<file path="config.mk">
export PLATFORM = sky130hd
export DESIGN_NAME = uart_frame_rx_flat
export DESIGN_NICKNAME = d
export VERILOG_FILES = /design/src/rtl/uart_frame_rx_if.sv /design/src/rtl/uart_frame_rx.sv /design/src/flat_wrapper.sv
export SDC_FILE = /design/constraint.sdc
export NUM_CORES = 1
export LEC_CHECK = 0
export ABC_AREA = 1
export BUFFER_PORTS_ARGS = -buffer_cell sky130_fd_sc_hd__clkbuf_2
export CAP_MARGIN = 0
export CORE_ASPECT_RATIO = 0.7
export CORE_MARGIN = 1.5
export CORE_UTILIZATION = 55
export DETAILED_ROUTE_END_ITERATION = 10
export PLACE_DENSITY = 0.69
export SLEW_MARGIN = 15
export SYNTH_ARGS = -nofsm -noshare
export SYNTH_HDL_FRONTEND = slang
export SYNTH_SLANG_ARGS = --single-unit
export TNS_END_PERCENT = 5
</file>
<file path="constraint.sdc">
create_clock -name clk -period 3.8 [get_ports clk]
set_input_delay 0.76 -clock clk [delete_from_list [all_inputs] [get_ports clk]]
set_output_delay 0.76 -clock clk [all_outputs]
set_load 0.01 [all_outputs]
</file>
<file path="src/rtl/uart_frame_rx_if.sv">
// Read-side bundle between the frame receiver FIFO and the processor port logic.
// The master pops with rd; the slave (receiver) presents the FIFO head and status flags.
interface uart_frame_rx_if;
    logic       rd;
    logic [7:0] data;
    logic       rxrdy;
    logic       ferr;
    logic       perr;
    logic       ovf;

    modport master (output rd, input data, rxrdy, ferr, perr, ovf);
    modport slave  (input rd, output data, rxrdy, ferr, perr, ovf);
endinterface

</file>
<file path="src/rtl/uart_frame_rx.sv">
// Serial frame receiver: mid-bit sampling, parity/stop checks, and a small FIFO of
// {ferr, perr, data} entries popped through the read-side interface.
module uart_frame_rx #(
    parameter int DEPTH = 4
) (
    input  logic             clk,
    input  logic             reset,
    input  logic             rx,
    input  logic             eight,
    input  logic             pen,
    input  logic             ohel,
    input  logic [18:0]      k,
    uart_frame_rx_if.slave   bus,
    output logic [2:0]       fsm_state
);
    localparam int AW = $clog2(DEPTH);
    localparam int CW = AW + 1;

    typedef enum logic [2:0] {
        IDLE   = 3'd0,
        START  = 3'd1,
        DATA   = 3'd2,
        PARITY = 3'd3,
        STOP   = 3'd4
    } state_t;

    state_t      state_q, state_d;
    logic        rx_meta, rx_s, rx_prev;
    logic        eight_q, pen_q, ohel_q;
    logic [18:0] k_q;
    logic [18:0] cnt_q;
    logic [2:0]  bit_q;
    logic [7:0]  shift_q;
    logic        perr_q;

    logic        start_det, cnt_clr, shift_en, par_en, push;
    logic        tick_half, tick_bit;
    logic [7:0]  data_byte;

    logic [9:0]    mem [DEPTH];
    logic [AW-1:0] wr_ptr, rd_ptr;
    logic [CW-1:0] count_q;
    logic          ovf_q;
    logic          pop, full, wr_en, ovf_set, nonempty;
    logic [9:0]    head;

    // Two-flop synchronizer plus one more stage for start-edge detection; all idle high.
    always_ff @(posedge clk) begin
        if (reset) begin
            rx_meta <= 1'b1;
            rx_s    <= 1'b1;
            rx_prev <= 1'b1;
        end else begin
            rx_meta <= rx;
            rx_s    <= rx_meta;
            rx_prev <= rx_s;
        end
    end

    always_ff @(posedge clk) begin
        if (reset) begin
            eight_q <= 1'b0;
            pen_q   <= 1'b0;
            ohel_q  <= 1'b0;
            k_q     <= '0;
        end else if (start_det) begin
            eight_q <= eight;
            pen_q   <= pen;
            ohel_q  <= ohel;
            k_q     <= k;
        end
    end

    assign tick_half = (cnt_q == (k_q >> 1) - 19'd1);
    assign tick_bit  = (cnt_q == k_q - 19'd1);
    // 7-bit frames leave the data in the upper seven bits of the right-shifting register.
    assign data_byte = eight_q ? shift_q : {1'b0, shift_q[7:1]};

    always_comb begin
        state_d   = state_q;
        start_det = 1'b0;
        cnt_clr   = 1'b0;
        shift_en  = 1'b0;
        par_en    = 1'b0;
        push      = 1'b0;
        case (state_q)
            IDLE: begin
                cnt_clr = 1'b1;
                if (rx_prev && !rx_s) begin
                    start_det = 1'b1;
                    state_d   = START;
                end
            end
            START: begin
                if (tick_half) begin
                    cnt_clr = 1'b1;
                    state_d = rx_s ? IDLE : DATA;
                end
            end
            DATA: begin
                if (tick_bit) begin
                    cnt_clr  = 1'b1;
                    shift_en = 1'b1;
                    if (bit_q == (eight_q ? 3'd7 : 3'd6))
                        state_d = pen_q ? PARITY : STOP;
                end
            end
            PARITY: begin
                if (tick_bit) begin
                    cnt_clr = 1'b1;
                    par_en  = 1'b1;
                    state_d = STOP;
                end
            end
            STOP: begin
                if (tick_bit) begin
                    cnt_clr = 1'b1;
                    push    = 1'b1;
                    state_d = IDLE;
                end
            end
            default: begin
                cnt_clr = 1'b1;
                state_d = IDLE;
            end
        endcase
    end

    always_ff @(posedge clk) begin
        if (reset) begin
            state_q <= IDLE;
            cnt_q   <= '0;
            bit_q   <= '0;
            shift_q <= '0;
            perr_q  <= 1'b0;
        end else begin
            state_q <= state_d;
            cnt_q   <= cnt_clr ? '0 : cnt_q + 19'd1;
            if (start_det) begin
                bit_q  <= '0;
                perr_q <= 1'b0;
            end
            if (shift_en) begin
                shift_q <= {rx_s, shift_q[7:1]};
                bit_q   <= bit_q + 3'd1;
            end
            if (par_en)
                perr_q <= rx_s ^ (^data_byte) ^ ohel_q;
        end
    end

    assign fsm_state = state_q;

    // A push into a full FIFO only lands when a pop frees the head slot in the same cycle.
    assign pop     = bus.rd && (count_q != '0);
    assign full    = (count_q == CW'(DEPTH));
    assign wr_en   = push && (!full || pop);
    assign ovf_set = push && full && !pop;

    always_ff @(posedge clk) begin
        if (wr_en && !reset)
            mem[wr_ptr] <= {~rx_s, perr_q, data_byte};
    end

    always_ff @(posedge clk) begin
        if (reset) begin
            wr_ptr  <= '0;
            rd_ptr  <= '0;
            count_q <= '0;
            ovf_q   <= 1'b0;
        end else begin
            if (wr_en)
                wr_ptr <= wr_ptr + AW'(1);
            if (pop)
                rd_ptr <= rd_ptr + AW'(1);
            count_q <= count_q + CW'(wr_en) - CW'(pop);
            if (ovf_set)
                ovf_q <= 1'b1;
            else if (pop)
                ovf_q <= 1'b0;
        end
    end

    assign head      = mem[rd_ptr];
    assign nonempty  = (count_q != '0) && !reset;
    assign bus.rxrdy = nonempty;
    assign bus.data  = nonempty ? head[7:0] : 8'h00;
    assign bus.perr  = nonempty ? head[8] : 1'b0;
    assign bus.ferr  = nonempty ? head[9] : 1'b0;
    assign bus.ovf   = ovf_q && !reset;
endmodule

</file>
<file path="src/flat_wrapper.sv">
// flat-port wrapper written by rule: the top's interface ports become plain ports
module uart_frame_rx_flat 
#(
    parameter int DEPTH = 4
)
  (clk, reset, rx, eight, pen, ohel, k, fsm_state, bus_rd, bus_data, bus_rxrdy, bus_ferr, bus_perr, bus_ovf);
  uart_frame_rx_if bus_i ();
  input  logic clk;
  input  logic reset;
  input  logic rx;
  input  logic eight;
  input  logic pen;
  input  logic ohel;
  input  logic [18:0] k;
  output logic [2:0] fsm_state;
  input wire logic [$bits(bus_i.rd)-1:0] bus_rd;
  output wire logic [$bits(bus_i.data)-1:0] bus_data;
  output wire logic [$bits(bus_i.rxrdy)-1:0] bus_rxrdy;
  output wire logic [$bits(bus_i.ferr)-1:0] bus_ferr;
  output wire logic [$bits(bus_i.perr)-1:0] bus_perr;
  output wire logic [$bits(bus_i.ovf)-1:0] bus_ovf;
  assign bus_i.rd = bus_rd;
  assign bus_data = bus_i.data;
  assign bus_rxrdy = bus_i.rxrdy;
  assign bus_ferr = bus_i.ferr;
  assign bus_perr = bus_i.perr;
  assign bus_ovf = bus_i.ovf;
  uart_frame_rx #(.DEPTH(DEPTH)) u_core (.clk(clk), .reset(reset), .rx(rx), .eight(eight), .pen(pen), .ohel(ohel), .k(k), .bus(bus_i), .fsm_state(fsm_state));
endmodule
</file>
==> results of run 1 <==
[cells by family (layout without fill, tap and decap cells)]
| kind of cell | count (synthesis) | count (layout) | share of synthesized area (%) |
|---|---|---|---|
| AO/OA/AOI/OAI | 138 | 138 | 11.82 |
| XOR/XNOR | 47 | 47 | 6.681 |
| adder cells (fa/ha/maj) | 11 | 11 | 2.356 |
| buffers and inverters | 122 | 163 | 7.717 |
| flip-flops | 109 | 109 | 41.92 |
| AND/OR/NAND/NOR | 413 | 413 | 29.51 |
[stage by stage]
step | cells | cell area [µm²] | setup WS [ns] | hold slack (ns)
floorplan | 840 | 6161 | 1.027 | 0.3895
global placement | 1018 | 6509 | 0.6355 | 0.3929
detailed placement | 1018 | 6509 | 0.4809 | 0.3961
CTS | 1034 | 6823 | 0.4465 | 0.4148
global route | 1034 | 6823 | 0.04021 | 0.4419
finish | 1034 | 6823 | 0.3327 | 0.4184
[registers in the layout (all words and copies together) (netlist names), named ones only]
| register | cells |
|---|---|
| u_core.perr_q | 1 |
| u_core.eight_q | 1 |
| u_core.mem | 40 |
| u_core.ohel_q | 1 |
| u_core.rx_meta | 1 |
| u_core.wr_ptr | 2 |
| u_core.fsm_state | 3 |
| u_core.ovf_q | 1 |
| u_core.rx_prev | 1 |
| u_core.rx_s | 1 |
| u_core.pen_q | 1 |
| u_core.k_q | 19 |
| u_core.bit_q | 3 |
| u_core.rd_ptr | 2 |
| u_core.cnt_q | 19 |
| u_core.count_q | 3 |
| u_core.shift_q | 8 |
[worst register-to-register path, cell delays in order, from the launching register on]
cell and delay [ns]:
dfxtp_1 0.31, inv_1 0.14, ha_1 0.38, inv_1 0.10, nor2_1 0.28, nand3_1 0.16, o21ai_1 0.18, nand2_1 0.07
nand2_1 0.10, nand3_1 0.08, nor2_1 0.14, nand4_1 0.17, a31oi_1 0.25, ha_1 0.19, inv_1 0.05, fa_1 0.38
xor2_1 0.20, o21ai_0 0.10, a21oi_1 0.13
[cell type report]
| class | count | area [µm²] | share of cell area, % |
|---|---|---|---|
| inverter | 99 | 371.6 | 5.447 |
| tap | 153 | 191.4 | 2.806 |
| multi-input combinational | 609 | 3103 | 45.48 |
| clock buffer | 10 | 250.2 | 3.668 |
| clock inverter | 6 | 63.81 | 0.9353 |
| timing repair buffer | 48 | 260.3 | 3.814 |
| sequential | 109 | 2582 | 37.85 |
[synthesized netlist by cell type]
| library cell | instances | area (µm²) |
|---|---|---|
| a21oi_1 | 56 | 280.3 |
| a21oi_2 | 1 | 8.760 |
| a22oi_1 | 1 | 7.510 |
| a31oi_1 | 2 | 12.51 |
| and3_1 | 1 | 6.260 |
| buf_1 | 1 | 3.750 |
| buf_2 | 2 | 10.01 |
| buf_6 | 2 | 22.52 |
| clkbuf_1 | 18 | 67.56 |
| clkinv_1 | 1 | 3.750 |
| dfxtp_1 | 69 | 1381 |
| edfxtp_1 | 40 | 1201 |
| fa_1 | 1 | 20.02 |
| ha_1 | 10 | 125.1 |
| inv_1 | 96 | 360.4 |
| inv_2 | 2 | 7.510 |
| nand2_1 | 174 | 653.1 |
| nand2_2 | 6 | 37.54 |
| nand2_4 | 1 | 11.26 |
| nand3_1 | 58 | 290.3 |
| nand3b_1 | 5 | 37.54 |
| nand4_1 | 15 | 93.84 |
| nor2_1 | 125 | 469.2 |
| nor2_2 | 8 | 50.05 |
| nor2_4 | 6 | 67.56 |
| nor2_8 | 1 | 20.02 |
| nor3_1 | 6 | 30.03 |
| nor3_2 | 2 | 20.02 |
| o211ai_1 | 1 | 7.510 |
| o211ai_4 | 1 | 21.27 |
| o21a_1 | 1 | 7.510 |
| o21ai_0 | 70 | 350.3 |
| o21ai_1 | 2 | 10.01 |
| o21bai_1 | 2 | 15.01 |
| o31ai_1 | 1 | 7.510 |
| or2_2 | 5 | 31.28 |
| xnor2_1 | 18 | 157.7 |
| xor2_1 | 29 | 254.0 |
[cell usage in the layout, fill, tap and decap left out, drive strengths merged]
master,n
nand2,181
nor2,140
inv,102
o21ai,72
dfxtp,69
nand3,58
a21oi,57
clkbuf,50
edfxtp,40
xor2,29
xnor2,18
nand4,15
ha,10
buf,8
nor3,8
nand3b,5
or2,5
o21bai,2
a31oi,2
clkinv,2
o211ai,2
and3,1
o21a,1
a22oi,1
o31ai,1
fa,1
bufinv,1
[final timing paths]
path,startpoint,to,slack (ns),cells after the start
max reg2reg,u_core.k_q[1],u_core.count_q[2],0.33,18
min,u_core.rx_meta,u_core.rx_s,0.42,1
min reg2reg,u_core.rx_meta,u_core.rx_s,0.42,1
max,u_core.k_q[1],u_core.count_q[2],0.33,18
[power by group through the flow]
| stage | Sequential (µW) | Combinational, µW | Clock [µW] |
|---|---|---|---|
| CTS | 1370 | 1520 | 1010 |
| detailed placement | 1400 | 1500 | 0 |
| global route | 1390 | 1740 | 1060 |
| finish | 1380 | 1540 | 993 |
| floorplan | 1370 | 1160 | 0 |
| global placement | 1400 | 1500 | 0 |
[per-layer routing]
| layer | part of all wire [%] | routed length, µm | up-vias |
|---|---|---|---|
| met2 | 39 | 6422 | 206 |
| met1 | 51 | 8369 | 2496 |
| met5 | 0 | 0 | - |
| met3 | 8.6 | 1396 | 7 |
| li1 | - | - | 2796 |
| met4 | 0.66 | 107 | 0 |
==> results.tsv, run 1 <==
metric	value	unit
slew_headroom	35.97	%
clk_latency	0.36	ns
hold_class	reg2reg	
fin_nets	913	
swShare	41.07	%
use_met3	7.366	%
total_power	3915	µW
drive_gt1_share	11.01	%
switching_power	1608	µW
end_kind	register	
timing.fmax	288.4	MHz
final_core_util	62.19	%
grt_use_met2	39.98	%
maxCapViolations	0	
hold_viol_final	0	
cts_tree	built	
grt-busiest-layer	met1	
io_pins	41	
fp.dieH	91.55	µm
critPathKind	reg2reg	
setup_viol	0	
drt_wl_total	16300	µm
port_buffers	40	
syn_nets	877	
clockBufferDepth	2	
cts.sink_count	109	
dp_hpwl	12320	µm
gp_congestion	0.9792	
syn_to_final_growth	10.74	%
ant_nets	0	
worstMarginPinSlew	0.9505	ns
cts_made_buffers	9	
yosys_register_bits	109	
overflow	0	
yosysUniqueCellTypes	38	
ir_drop	0.3814	mV
p_seq_share	35.2	%
arrival	3.76	ns
antenna_found_initial	0	
grt_pass1_wl	26100	µm
critical_path.slowest_cell	ha_1	
diodes	0	
synth_warnings	0	
cellLeakagePower	0.002972	µW
cts_resized	0	
die_area	11860	µm²
p_int	2307	µW
wl_per_cell	15.76	µm
synth_area	6161	µm²
grt.total_usage	29.40	%
crit_path_frequent_cell	inv_1	
tns	0	ns
syn_area_per_cell	7.334	µm²
skew	0.01338	ns
core-area	10970	µm²
yosysSeqAreaShare	41.92	%
pwr-share-comb	39.4	%
fp-row-count	32	
path_cells	inv_1 -> ha_1 -> inv_1 -> nor2_1 -> nand3_1 -> o21ai_1 -> nand2_1 -> nand2_1 -> nand3_1 -> nor2_1 -> nand4_1 -> a31oi_1 -> ha_1 -> inv_1 -> fa_1 -> xor2_1 -> o21ai_0 -> a21oi_1	
finalCritPeriodShare	91.24	%
path_clk_slew	0.07	ns
htree_levels	3	
status	complete, no violations	
drv_slew	0	
p_per_area	573.8	nW/µm²
fp.dieW	129.5	µm
cts_setup_buffers	0	
clock-root-buffer	clkbuf_16	
drcViolationCount	0	
fin_crit	3.467	ns
critPathTopFamily	simple AND/OR/NAND/NOR gates	
rsz0062_at_grt	no	
p_clk_share	25.4	%
grt_max_degree	42	
drt-vias-per-instance	5.324	
hold_buffers	0	
drt_first_pass_iters	7	
cp_max_fo	7	
dr_total_vias	5505	
drtIter0Drc	512	
worstPathRequired	4.09	ns
start_util	56.16	%
startpoint_type	register	
fill_cells	1011	
use_met1	46.86	%
syn_inst	840	
path_buf_inv	3	
max_stage_delay	0.38	ns
first_global_vias	4988	
(Power assumes the default switching activity.)
==> inputs of run 2 (changes only) <==
--- a/config.mk
+++ b/config.mk
@@ -8,11 +8,13 @@
 export ABC_AREA = 1
 export BUFFER_PORTS_ARGS = -buffer_cell sky130_fd_sc_hd__clkbuf_2
 export CAP_MARGIN = 0
+export CELL_PAD_IN_SITES_DETAIL_PLACEMENT = 1
+export CELL_PAD_IN_SITES_GLOBAL_PLACEMENT = 1
 export CORE_ASPECT_RATIO = 0.7
 export CORE_MARGIN = 1.5
-export CORE_UTILIZATION = 55
+export CORE_UTILIZATION = 45
 export DETAILED_ROUTE_END_ITERATION = 10
-export PLACE_DENSITY = 0.69
+export PLACE_DENSITY = 0.76
 export SLEW_MARGIN = 15
 export SYNTH_ARGS = -nofsm -noshare
 export SYNTH_HDL_FRONTEND = slang
==> run 2 against run 1 <==
Hold slack improved by 0.022 ns. Via count up 3.3%. Clock skew is 0.0030 ns lower. Flip-flop and latch count unchanged. Register-to-register slack gained 0.12 ns. Wire length rose by 16%. Critical path type unchanged. Clock power decreased by 8.4%. Sequential power barely moved. Count of clock-buffer cells in the layout unchanged. Total power shrank 0.65%. First-iteration DRC count is 38% lower. Non-clock buffer count increased by 1. Critical endpoint unchanged.
==> results.tsv, run 2 (same netlist as run 1, synthesis figures left out) <==
metric	value	unit	change
largestRegisters	u_core.mem x40, u_core.cnt_q x19, u_core.k_q x19		
p_clk_share	23.4	%	-2.0 points
skew	0.01036	ns	-0.003020 ns
ir_drop	0.3587	mV	-5.9%
swShare	42.65	%	+1.6 points
worstPathRequired	4.04	ns	-0.05 ns
met1_length	9875	µm	+18%
diodes	0		unchanged
worstMarginPinSlew	0.9795	ns	+0.02899 ns
setup_viol	0		unchanged
crit_path_frequent_cell	inv_1		
clk_latency	0.35	ns	about the same
path_clk_slew	0.07	ns	about the same
core-area	13270	µm²	+21%
overflow	0		unchanged
critPathKind	reg2reg		
io_pins	41		unchanged
drv_slew	0		unchanged
cts_resized	0		unchanged
drt_wl_total	18860	µm	+16%
drtIter0Drc	315		-38%
pwr-share-comb	41.5	%	+2.1 points
cts_tree	built		
p_int	2231	µW	-3.3%
end_kind	register		
drt-vias-per-instance	5.331		+0.13%
clockBufferDepth	2		unchanged
rsz0062_at_grt	no		
ant_nets	0		unchanged
syn_to_final_growth	10.91	%	
cts.sink_count	109		unchanged
drcViolationCount	0		unchanged
total_power	3889	µW	-0.65%
layout.cells.non_filler	1067		+3.2%
antenna_found_initial	0		unchanged
hold_class	reg2reg		
startpoint_type	register		
max_stage_delay	0.38	ns	about the same
tns	0	ns	unchanged
most-common-layout-cells	nand2_1, nor2_1, inv_1		
htree_levels	3		unchanged
grt_max_degree	42		unchanged
cellLeakagePower	0.002945	µW	-0.91%
wl_met3	1057	µm	-24%
dp_hpwl	14570	µm	+18%
status	complete, no violations		
dr_total_vias	5688		+3.3%
die_area	14410	µm²	+22%
cts_made_buffers	9		unchanged
switching_power	1659	µW	+3.2%
fp-row-count	35		+9.4%
fin_crit	3.351	ns	-0.1164 ns
wl_met2	7761	µm	+21%
maxCapViolations	0		unchanged
fp.dieH	100.9	µm	+10%
final_core_util	51.49	%	-11 points
start_util	46.43	%	-9.7 points
path_cells	inv_1 -> ha_1 -> inv_1 -> nor2_1 -> nand3_1 -> o21ai_1 -> nand2_1 -> nand2_1 -> nand3_1 -> nor2_1 -> nand4_1 -> a31oi_1 -> ha_1 -> inv_1 -> fa_1 -> xor2_1 -> o21ai_0 -> a21oi_1		
port_buffers	40		unchanged
drive_gt1_share	11.00	%	-0.012 points
r2r_slack	0.45	ns	+0.12 ns
first_global_vias	5698		+14%
hold_buffers	0		unchanged
cts_setup_buffers	0		unchanged
p_per_area	569.2	nW/µm²	-0.80%
hold_viol_final	0		unchanged
grt_pass1_wl	30300	µm	+16%
fin_nets	914		+0.11%
placedCellCount	1051		+3.2%
fp.dieW	142.9	µm	+10%
clock-root-buffer	clkbuf_16		
top_register	u_core.mem		
layout_commonest_cell	nand2_1		
slew_headroom	34.54	%	-1.4 points
reg2regPathDepth	18		unchanged
largest_register_ffs	40		unchanged
p_seq_share	35.1	%	about the same
gp_congestion	0.9162		-6.4%
top_layer_used	met4		
critical_path.slowest_cell	fa_1		
grt.total_usage	27.86	%	-1.5 points
min_path_cells	1		unchanged
finalCritPeriodShare	88.18	%	-3.1 points
cp_max_fo	7		unchanged
arrival	3.59	ns	-0.17 ns
wl_per_cell	17.67	µm	+12%
timing.fmax	298.4	MHz	+3.5%
drt_first_pass_iters	4		-3
==> run 2: cell types whose count changed in the layout (fill, tap and decap cells not counted), sizes merged <==
cell / delta
buf: +1
inv: -2
bufinv: -1
clkinvlp: +3
==> run 2: critical path: cells and delay by family (launching register included) <==
kind	cells	cell delay, ns
buffers and inverters	3	0.28
DFF	1	0.31
AOI/OAI and AO/OA	4	0.64
adders and majority gates	3	0.92
and+or+nand+nor	7	0.91
xor gates and xnor gates	1	0.16
==> run 2: power by group through the flow <==
stage | sequential, µW | combinational, µW | clock [µW]
after floorplan | 1370 | 1160 | 0
after global placement | 1390 | 1530 | 0
after detailed placement | 1390 | 1590 | 0
after CTS | 1370 | 1600 | 931
after global routing | 1380 | 1830 | 974
final | 1370 | 1610 | 910
==> run 2: final timing paths <==
kind | start | to
worst max-delay path | u_core.k_q[1] | u_core.count_q[2]
worst min-delay path | u_core.rx_meta | u_core.rx_s
worst max register to register | u_core.k_q[1] | u_core.count_q[2]
worst min register to register | u_core.rx_meta | u_core.rx_s
==> run 2: layer usage <==
metal  GRT usage (%)  vias up
li1                -     2794
met1           42.17     2737
met2           41.75      139
met3           4.561       18
met4           5.551        0
met5               0        -
==> run 2: through the flow <==
stage          worst slack [ns]  hold slack (ns)  area, µm²
6_report                 0.4491           0.4408       6833
5_1_grt                 0.02408           0.4506       6833
4_1_cts                  0.4664           0.4453       6833
2_1_floorplan             1.027           0.3895       6161
3_3_place_gp             0.6132           0.4266       6556
3_5_place_dp             0.4754           0.4238       6556
==> run 2: area by class of cell <==
| cell class | count | area, µm² |
|---|---|---|
| Clock inverter | 6 | 47.55 |
| Clock buffer | 10 | 229.0 |
| Timing Repair Buffer | 49 | 267.8 |
| Sequential cell | 109 | 2582 |
| Tap cell | 185 | 231.5 |
| Inverter | 99 | 371.6 |
| Fill cell | 1729 | 6436 |
| Multi-Input combinational cell | 609 | 3103 |
